### src/rtl/ticket_vend_ctrl_if.sv
// Customer-facing bundle of the ticket vending controller: coin entry, cancel,
// dispenser and coin-return handshakes, plus status outputs.
// Ports: slave = controller side (drives requests/status), master = mechanism/customer side.
interface ticket_vend_ctrl_if;
  logic       coin_valid;      // one-cycle strobe, coin present
  logic [1:0] coin;            // 0 penny, 1 nickel, 2 dime, 3 reserved
  logic       cancel;          // customer abort, level-sampled
  logic       dispense_ack;    // dispenser has issued the ticket
  logic       refund_ack;      // coin return has paid out refund_nickels
  logic       dispense_req;    // held until dispense_ack
  logic       ticket_done;     // one-cycle pulse per ticket
  logic       refund_req;      // held until refund_ack
  logic [3:0] refund_nickels;  // stable while refund_req is high
  logic       reject;          // one-cycle pulse per uncredited coin
  logic [3:0] credit;          // accumulated credit in nickels

  modport slave (
    input  coin_valid, coin, cancel, dispense_ack, refund_ack,
    output dispense_req, ticket_done, refund_req, refund_nickels, reject, credit
  );

  modport master (
    output coin_valid, coin, cancel, dispense_ack, refund_ack,
    input  dispense_req, ticket_done, refund_req, refund_nickels, reject, credit
  );
endinterface

### src/rtl/ticket_vend_ctrl.sv
// Ticket vending controller: accumulates nickel/dime credit, requests a ticket
// once credit reaches PRICE, and refunds credit on cancel or inactivity timeout.
// Ports: clk, rst (async active-low), vif (ticket_vend_ctrl_if.slave).
// Optional build macro TICKET_VEND_CHANGE_RETURN_EN: excess credit after a
// ticket is returned through the refund handshake instead of being forfeited.
module ticket_vend_ctrl #(
  parameter int unsigned PRICE   = 3,    // ticket price in nickels, 1..15
  parameter int unsigned TIMEOUT = 255   // idle COLLECT cycles before refund, 1..255
) (
  input  logic                 clk,
  input  logic                 rst,
  ticket_vend_ctrl_if.slave    vif
);

  localparam logic [3:0] PRICE_C   = 4'(PRICE);
  localparam logic [7:0] TIMEOUT_C = 8'(TIMEOUT);

  localparam logic [1:0] COIN_NICKEL = 2'd1;
  localparam logic [1:0] COIN_DIME   = 2'd2;

  typedef enum logic [1:0] {
    IDLE     = 2'd0,
    COLLECT  = 2'd1,
    DISPENSE = 2'd2,
    REFUND   = 2'd3
  } state_t;

  state_t     state_q, state_d;
  logic [3:0] credit_q, credit_d;
  logic [7:0] tmo_q, tmo_d;
  logic [3:0] refund_q, refund_d;
  logic       reject_q, reject_d;
  logic       done_q, done_d;

  // Coin decode and saturating credit sum (prior credit < PRICE, so one
  // extra bit is enough to detect overflow past 15).
  logic       coin_ok;
  logic [4:0] coin_val;
  logic [4:0] sum;
  logic [3:0] sat_credit;
  logic [7:0] tmo_inc;

  assign coin_ok    = (vif.coin == COIN_NICKEL) || (vif.coin == COIN_DIME);
  assign coin_val   = (vif.coin == COIN_DIME) ? 5'd2 : 5'd1;
  assign sum        = {1'b0, credit_q} + coin_val;
  assign sat_credit = (sum > 5'd15) ? 4'hF : sum[3:0];
  assign tmo_inc    = tmo_q + 8'd1;

`ifdef TICKET_VEND_CHANGE_RETURN_EN
  logic [3:0] excess;
  assign excess = credit_q - PRICE_C;
`endif

  always_ff @(posedge clk or negedge rst) begin
    if (!rst) begin
      state_q  <= IDLE;
      credit_q <= 4'd0;
      tmo_q    <= 8'd0;
      refund_q <= 4'd0;
      reject_q <= 1'b0;
      done_q   <= 1'b0;
    end else begin
      state_q  <= state_d;
      credit_q <= credit_d;
      tmo_q    <= tmo_d;
      refund_q <= refund_d;
      reject_q <= reject_d;
      done_q   <= done_d;
    end
  end

  always_comb begin
    state_d  = state_q;
    credit_d = credit_q;
    tmo_d    = tmo_q;
    refund_d = refund_q;
    reject_d = 1'b0;
    done_d   = 1'b0;

    case (state_q)
      IDLE: begin
        // cancel is meaningless with no credit, so it is ignored here
        tmo_d    = 8'd0;
        refund_d = 4'd0;
        if (vif.coin_valid) begin
          if (coin_ok) begin
            credit_d = sat_credit;
            state_d  = (sat_credit >= PRICE_C) ? DISPENSE : COLLECT;
          end else begin
            reject_d = 1'b1;
          end
        end
      end

      COLLECT: begin
        if (vif.cancel) begin
          // cancel beats a coin offered on the same edge
          state_d  = REFUND;
          refund_d = credit_q;
          tmo_d    = 8'd0;
          reject_d = vif.coin_valid;
        end else if (vif.coin_valid && coin_ok) begin
          credit_d = sat_credit;
          tmo_d    = 8'd0;
          if (sat_credit >= PRICE_C) begin
            state_d = DISPENSE;
          end
        end else begin
          // a rejected coin does not count as customer activity
          reject_d = vif.coin_valid;
          if (tmo_inc == TIMEOUT_C) begin
            state_d  = REFUND;
            refund_d = credit_q;
            tmo_d    = 8'd0;
          end else begin
            tmo_d = tmo_inc;
          end
        end
      end

      DISPENSE: begin
        reject_d = vif.coin_valid;
        if (vif.dispense_ack) begin
          done_d = 1'b1;
`ifdef TICKET_VEND_CHANGE_RETURN_EN
          if (excess != 4'd0) begin
            // remaining credit shows the change being paid back
            state_d  = REFUND;
            refund_d = excess;
            credit_d = excess;
          end else begin
            state_d  = IDLE;
            credit_d = 4'd0;
          end
`else
          state_d  = IDLE;
          credit_d = 4'd0;
`endif
        end
      end

      REFUND: begin
        reject_d = vif.coin_valid;
        if (vif.refund_ack) begin
          state_d  = IDLE;
          credit_d = 4'd0;
          refund_d = 4'd0;
        end
      end

      default: begin
        state_d = IDLE;
      end
    endcase
  end

  // Requests are decoded from state so reset drops them immediately.
  assign vif.dispense_req   = (state_q == DISPENSE);
  assign vif.refund_req     = (state_q == REFUND);
  assign vif.refund_nickels = refund_q;
  assign vif.ticket_done    = done_q;
  assign vif.reject         = reject_q;
  assign vif.credit         = credit_q;

endmodule

### src/flat_wrapper.sv
// flat-port wrapper written by rule: the top's interface ports become plain ports
module ticket_vend_ctrl_flat 
#(
  parameter int unsigned PRICE   = 3,                                     
  parameter int unsigned TIMEOUT = 255                                               
)
  (clk, rst, vif_coin_valid, vif_coin, vif_cancel, vif_dispense_ack, vif_refund_ack, vif_dispense_req, vif_ticket_done, vif_refund_req, vif_refund_nickels, vif_reject, vif_credit);
  ticket_vend_ctrl_if vif_i ();
  input  logic clk;
  input  logic rst;
  input wire logic [$bits(vif_i.coin_valid)-1:0] vif_coin_valid;
  input wire logic [$bits(vif_i.coin)-1:0] vif_coin;
  input wire logic [$bits(vif_i.cancel)-1:0] vif_cancel;
  input wire logic [$bits(vif_i.dispense_ack)-1:0] vif_dispense_ack;
  input wire logic [$bits(vif_i.refund_ack)-1:0] vif_refund_ack;
  output wire logic [$bits(vif_i.dispense_req)-1:0] vif_dispense_req;
  output wire logic [$bits(vif_i.ticket_done)-1:0] vif_ticket_done;
  output wire logic [$bits(vif_i.refund_req)-1:0] vif_refund_req;
  output wire logic [$bits(vif_i.refund_nickels)-1:0] vif_refund_nickels;
  output wire logic [$bits(vif_i.reject)-1:0] vif_reject;
  output wire logic [$bits(vif_i.credit)-1:0] vif_credit;
  assign vif_i.coin_valid = vif_coin_valid;
  assign vif_i.coin = vif_coin;
  assign vif_i.cancel = vif_cancel;
  assign vif_i.dispense_ack = vif_dispense_ack;
  assign vif_i.refund_ack = vif_refund_ack;
  assign vif_dispense_req = vif_i.dispense_req;
  assign vif_ticket_done = vif_i.ticket_done;
  assign vif_refund_req = vif_i.refund_req;
  assign vif_refund_nickels = vif_i.refund_nickels;
  assign vif_reject = vif_i.reject;
  assign vif_credit = vif_i.credit;
  ticket_vend_ctrl #(.PRICE(PRICE), .TIMEOUT(TIMEOUT)) u_core (.clk(clk), .rst(rst), .vif(vif_i));
endmodule
### config.mk
export PLATFORM = sky130hd
export DESIGN_NAME = ticket_vend_ctrl_flat
export DESIGN_NICKNAME = d
export VERILOG_FILES = /design/src/rtl/ticket_vend_ctrl_if.sv /design/src/rtl/ticket_vend_ctrl.sv /design/src/flat_wrapper.sv
export SDC_FILE = /design/constraint.sdc
export NUM_CORES = 1
export LEC_CHECK = 0
export CAP_MARGIN = 30
export CORE_MARGIN = 3
export CORE_UTILIZATION = 30
export CTS_CLUSTER_DIAMETER = 50
export DETAILED_ROUTE_END_ITERATION = 8
export GPL_ROUTABILITY_DRIVEN = 0
export SETUP_SLACK_MARGIN = 0.5
export SLEW_MARGIN = 20
export SYNTH_ARGS = -nofsm -noshare
export SYNTH_HDL_FRONTEND = slang
export SYNTH_SLANG_ARGS = --single-unit
### constraint.sdc
create_clock -name clk -period 3.05 [get_ports clk]
set_input_delay 0.305 -clock clk [delete_from_list [all_inputs] [get_ports clk]]
set_output_delay 0.305 -clock clk [all_outputs]
set_load 0.02 [all_outputs]
==> summary.txt, run 1 <==
Clocking
  • Root Buffer: clkbuf_8
  • Worst-path clk slew: roughly 0.08 ns
  • Total CTS buffers: 3
  • Num Clock Sinks: 20
  • H-Tree Depth: 1
  • Worst-Skew Late Latency: 0.26 ns
  • TritonCTS clock tree: done
  • CTS Buffer Depth: 2

Power
  • P per Cell Area: between 600 and 700 nW/um^2
  • Max VDD drop: approximately 180 uV
  • Leak: around 0.6 nW

Cells and area
  • Fin area: approximately 1500 um^2
  • Antenna diodes: 0
  • Post-Layout Cell Count: between 150 and 200
  • Final core utilization: 40.0%
  • Most frequent cells in the layout: 20 x dfrtp_1, 19 x clkdlybuf4s50_1, 14 x nand2_1, 9 x nor2_1, 8 x a21oi_1
  • Commonest non-fill, non-tap cell in the layout: dfrtp_1
  • Final net count: 160
  • Area growth syn-to-layout: 25.8%
  • Ratio of cells with drive above 1 in the final layout: 11.0%

Placement
  • Port bufs: 19
  • Dpl cells: about 190
  • Dpl cell area: about 1400 um^2
  • DP Wirelength: 1880 um

Synth
  • Post-synthesis async set-or-reset flop share: 100%
  • Yosys top cell area share: between 40% and 50%
  • Top cells by area, synth: dfrtp_1 42%, ha_1 5.3%, nand2_1 4.4%
  • Area leader, netlist: dfrtp_1
  • Ys Warns: 0
  • Synth Cell Area: about 1200 um^2
  • Cell count after synthesis: 125
  • Seq/Total Area, Yosys: ~42%
  • Post-Syn Nets: ~140
  • FF+latch count, synth: 20
  • Post-synthesis cell type count: 39
  • Predominant post-synthesis flop cell: dfrtp_1
  • Syn avg cell area: 9.53 um^2
  • Post-synth EDFFs: 0

Floorplan
  • Die area: roughly 4800 um^2
  • Ports: 20
  • Initial Util: approximately a third
  • Site Rows: 22
  • Core Area: about 3700 um^2
  • Die H: about 69 um
  • Die W: a little under 70 um

Global routing
  • Pin count of the biggest net entering global routing: 21
  • Initial antenna violation count: 0
  • Total Routing Usage GR: between 10% and 20%
  • GRT Residual Overflow: 0
  • Vias in the first global route: approximately 940
  • First-pass GRT wire length: roughly 4400 um

Timing
  • Total Neg Setup Slack: 0 ns
  • Max frequency: roughly 0.43 GHz
  • Final worst-path cycle share: 76.9%
  • Fin. Hold Viols: 0
  • Max Slew Vio Count: 0
  • Slew of the pin with the lowest slew margin: 0.573 ns
  • Fin crit period: about 2.3 ns
  • Clock skew: 0.00612 ns
  • Final setup fails: 0
  • RSZ-0062 raised after global routing: false
  • Worst slew margin: 61.8%

Worst setup path
  • Delay of the slowest cell on the worst path: about 0.46 ns
  • Worst Setup Path Type: in -> reg
  • Crit path max fanout: 4
  • CP max-delay cell: clkdlybuf4s50_1
  • Worst path most repeated cell: ha_1
  • Worst path required time: about 3.2 ns
  • Crit path cell chain: clkdlybuf4s50_1 -> ha_1 -> inv_1 -> ha_1 -> fa_2 -> and2_1 -> a21oi_1 -> a211oi_1 -> o21ba_2 -> o32ai_1
  • Crit path capture type: flip-flop
  • Crit path DAT: 2.51 ns
  • Critical Path Source Type: input port

Drt
  • Routed via count: 960
  • Drt drc: 0
  • Pre-Repair DR Iteration Count: 4
  • Vias per cell: 4.97
  • Initial DRC Count: 40
  • ANT nets after route: 0
  • Final WL: roughly 2500 um
  • Wirelength per Cell: roughly 13 um

Outcome
  • Status: finished, final reports clean

Hold path
  • Min-delay worst type: in -> async

Flow run
  • Total of max-cap violations: 0
-- metrics by stage --
step,total power (W),hold WS (ns),worst slack (ns)
finish,0.00103,0.346,0.704
global route,0.00111,0.394,0.534
CTS,0.00104,0.519,0.640
detailed placement,0.000832,0.501,0.377
global placement,0.000824,0.492,0.484
floorplan,0.000666,0.00941,0.896
-- cells by family (layout without fill, tap and decap cells) --
logic type	Yosys count	count (layout)	synth area share, %
buffers and inverters	11	31	3.47
adders and majority gates	6	6	6.93
AOI/OAI and AO/OA	37	37	24.2
muxes	1	1	0.945
and+or+nand+nor	47	47	20.3
xor gates and xnor gates	3	3	2.21
DFF	20	20	42.0
-- flip-flops by register name, summed over array words and instances (netlist names) --
| register | count |
|---|---|
| u_core.vif.refund_nickels | 4 |
| u_core.vif.ticket_done | 1 |
| u_core.vif.reject | 1 |
| u_core.vif.credit | 4 |
| u_core.tmo_q | 8 |
| u_core.state_q | 2 |
-- where the power goes --
group	switching (W)	internal, W
sequential	0.0000890	0.000314
combinational	0.000225	0.000200
clock	0.0000887	0.000115
total	0.000402	0.000629
-- critical path, delay by kind of cell --
kind            cells  cell delay, ns
compound gates      4            0.66
simple gates        1            0.21
buf+inv             2            0.53
fa+ha+maj           3            0.80
-- cell type report --
cell class / instances / area, um^2
multi-input cells: 94 / 652
flip-flops and latches: 20 / 500
clock buffers: 4 / 55.1
repair buffers: 20 / 205
inverters: 7 / 26.3
fillers: 391 / 2240
well taps: 48 / 60.1
-- cells in the mapped netlist, drive strengths merged (2+ instances only) --
cell    count
dfrtp      20
nand2      14
nor2        9
a21oi       8
inv         7
ha          5
o21ai       5
a22o        4
and2        4
clkbuf      4
nor3        4
o31ai       4
a211oi      3
nand3       3
nor2b       3
or3         3
a21o        2
nand2b      2
nor4        2
o21a        2
o32ai       2
xor2        2
-- timing repair --
action	CTS	global route
buffers inserted	0	0
hold buffers	0	0
gates resized for setup	0	1
endpoints found under the setup margin	0	4
-- final timing paths --
kind | start | end | slack, ns | cells past startpoint
setup / recovery | vif_coin[1] | u_core.state_q[1] | 0.70 | 10
setup reg to reg | u_core.tmo_q[0] | u_core.vif.refund_nickels[1] | 0.71 | 6
max in group asynchronous | rst | u_core.tmo_q[5] | 2.26 | 2
hold / removal | rst | u_core.vif.refund_nickels[1] | 0.35 | 1
min in group clk | u_core.vif.refund_nickels[0] | u_core.vif.refund_nickels[0] | 0.51 | 1
hold reg to reg | u_core.vif.refund_nickels[0] | u_core.vif.refund_nickels[0] | 0.51 | 1
-- routing by layer --
metal / global-route usage (%) / routed length [um] / up-vias / share of wire, %
met1: 15.5 / 1250 / 450 / 50
li1: - / - / 490 / -
met5: 0 / 0 / - / 0
met2: 17.5 / 1140 / 16 / 46
met3: 1.31 / 42 / 4 / 1.7
met4: 6.51 / 55 / 0 / 2.2
(Power assumes the default switching activity.)
==> inputs of run 2 (changes only) <==
Clock period 3.05 ns to 1.95 ns, I/O delays scaled along.
==> run 2 against run 1 <==
Net effect:
- the run now ends with setup timing left
- utilization grew 13 points
- critical path type is now reg -> reg
- hold slack got worse by 0.073 ns
- setup slack worse by 0.71 ns
- largest power group unchanged
- critical path depth down 3
- final cell count rose by 18%
- critical endpoint is now u_core.vif.refund_nickels[0]
==> summary.txt, run 2 (synthesis results as in run 1) <==
Outcome
  • Status: complete, but fails checks
  • Failing checks: setup timing

Drt
  • Wirelength per Cell: 14.0 um (+8.7%)
  • Drt drc: 0 (unchanged)
  • Pre-Repair DR Iteration Count: 4 (unchanged)
  • Routed via count: 1127 (+17%)
  • ANT nets after route: 0 (unchanged)
  • Initial DRC Count: 44 (+10%)
  • Final WL: 3200 um (+28%)
  • Vias per cell: 4.94 (-0.63%)

Worst setup path
  • R2r setup slk: -0.006 ns (-0.72 ns)
  • Crit path capture type: flip-flop
  • Worst Setup Path Type: reg -> reg
  • Crit path max fanout: 7 (+3)
  • Crit path DAT: 2.11 ns (-0.40 ns)
  • Critical Path Source Type: flip-flop
  • Worst reg2reg path startpoint: u_core.tmo_q[1]
  • Crit path from: u_core.tmo_q[1]
  • Worst path required time: 2.10 ns (-1.11 ns)

Floorplan
  • Core Area: 3740 um^2 (unchanged)
  • Site Rows: 22 (unchanged)
  • Initial Util: 31.8% (unchanged)
  • Die W: 69.0 um (unchanged)
  • Die area: 4760 um^2 (unchanged)
  • Ports: 20 (unchanged)
  • Die H: 69.0 um (unchanged)

Timing
  • Clock skew: 0.00477 ns (-0.00135 ns)
  • Fin. Hold Viols: 0 (unchanged)
  • Max frequency: about 0.51 GHz
  • Final worst-path cycle share: 100%
  • Fin crit period: between 1.5 and 2 ns
  • Final setup fails: 3 (+3)
  • RSZ-0062 raised after global routing: true
  • Hold WS: 0.272 ns (-0.0734 ns)
  • Slew of the pin with the lowest slew margin: 0.322 ns (-0.251 ns)
  • Worst slew margin: 78.5% (+17 points)
  • Max Slew Vio Count: 0 (unchanged)
  • Worst Slack Setup Final: -0.00618 ns (-0.711 ns)

Clocking
  • Hold_buf cts: 0 (unchanged)
  • CTS Buffer Depth: 2 (unchanged)
  • Worst-Skew Late Latency: 0.26 ns (about the same)
  • TritonCTS clock tree: done
  • Root Buffer: clkbuf_8
  • Total CTS buffers: 3 (unchanged)
  • H-Tree Depth: 1 (unchanged)
  • Worst-path clk slew: 0.08 ns (about the same)
  • Num Clock Sinks: 20 (unchanged)

Cells and area
  • Area growth syn-to-layout: 65.9%
  • Number of flip-flops in the largest register: 8 (unchanged)
  • Largest reg by FF count: u_core.tmo_q
  • Post-Layout Cell Count: 228 (+18%)
  • Antenna diodes: 0 (unchanged)
  • Commonest non-fill, non-tap cell in the layout: buf_4
  • Ratio of cells with drive above 1 in the final layout: 45.0% (+34 points)
  • Most frequent cells in the layout: 31 x buf_4, 18 x dfrtp_1, 14 x nand2_1, 7 x nor2_1, 7 x clkdlybuf4s50_1
  • Fin area: 1980 um^2 (+32%)
  • Final net count: 195 (+22%)

Power
  • Comb pwr share: 52.8% (+12 points)
  • Leak: 0.903 nW (+47%)
  • P per Cell Area: 1090 nW/um^2 (+59%)
  • Tot Pwr: 0.00216 W (+110%)
  • Internal: 0.00133 W (+110%)
  • Max VDD drop: 548 uV (+200%)
  • Clk pwr share: 19.0% (-0.7 points)
  • Part of the power in registers: 28.2% (-11 points)
  • Sw Ratio: 38.3% (-0.73 points)
  • P_sw: 0.000827 W (+110%)

Placement
  • Dpl cells: 212 (+13%)
  • Dpl cell area: 1660 um^2 (+17%)
  • DP Wirelength: 2280 um (+22%)
  • Port bufs: 19 (unchanged)

Global routing
  • Vias in the first global route: 1211 (+28%)
  • Pin count of the biggest net entering global routing: 21 (unchanged)
  • GRT Residual Overflow: 0 (unchanged)
  • Initial antenna violation count: 0 (unchanged)
  • Total Routing Usage GR: 13.7% (+2.3 points)
  • First-pass GRT wire length: 5460 um (+24%)

Flow run
  • Total of max-cap violations: 0 (unchanged)

Hold path
  • Min-delay worst type: in -> async
run 2: cell count changes in the layout (fill, tap and decap cells not counted), sizes merged:
cell,delta
bufinv,+1
dlygate4sd2,+6
dlymetal6s2s,+4
buf,+36
clkdlybuf4s50,-12
run 2: area by class of cell:
| type | count | area, um^2 |
|---|---|---|
| clock buffers | 3 | 41.3 |
| clock inverters | 1 | 30.0 |
| fillers | 357 | 1770 |
| inverters | 7 | 26.3 |
| multi-input cells | 94 | 828 |
| flip-flops and latches | 20 | 503 |
| well taps | 48 | 60.1 |
| repair buffers | 55 | 487 |
run 2: layer usage:
layer	wire [um]	GRT usage (%)	vias to the layer above	share of wire, %
li1	-	-	567	-
met1	1470	17.7	534	46
met2	1610	23.6	22	50
met3	68	1.60	4	2.1
met4	43	4.77	0	1.3
met5	0	0	-	0
run 2: worst max-delay path, stage by stage (launching register included):
cell and delay, ns:
dfrtp_1 0.39, ha_4 0.18, nand3_4 0.08, or3_4 0.35, a2111oi_4 0.31, buf_6 0.19, a31oi_4 0.10, a22o_1 0.24
run 2: per-stage QoR:
stage	utilization, %	setup TNS (ns)	worst slack, ns
after CTS	50.1	-0.0151	-0.0151
after floorplan	-	-0.147	-0.0327
after global routing	52.8	-0.534	-0.0962
after detailed placement	44.4	-2.02	-0.407
after global placement	44.4	-1.41	-0.310
final	52.8	-0.00892	-0.00618
run 2: what timing repair did:
item	CTS	global route
resized for setup	42	16
setup buffers	5	7
pin swaps	15	11
endpoints found under the setup margin	24	24
run 2: worst paths after layout:
check,to,cells after the start
setup / recovery,u_core.vif.refund_nickels[0],7
hold / removal,u_core.vif.refund_nickels[0],2
setup reg to reg,u_core.vif.refund_nickels[0],7
hold reg to reg,u_core.vif.refund_nickels[1],1
max in group asynchronous,u_core.state_q[0],2
min in group clk,u_core.vif.refund_nickels[1],1
run 2: power groups by stage:
| stage | logic (W) | clock network [W] | registers [W] |
|---|---|---|---|
| floorplan | 0.000444 | 0 | 0.000639 |
| global placement | 0.000815 | 0 | 0.000601 |
| detailed placement | 0.000835 | 0 | 0.000605 |
| CTS | 0.000964 | 0.000422 | 0.000605 |
| global route | 0.00123 | 0.000441 | 0.000623 |
| finish | 0.00114 | 0.000411 | 0.000609 |
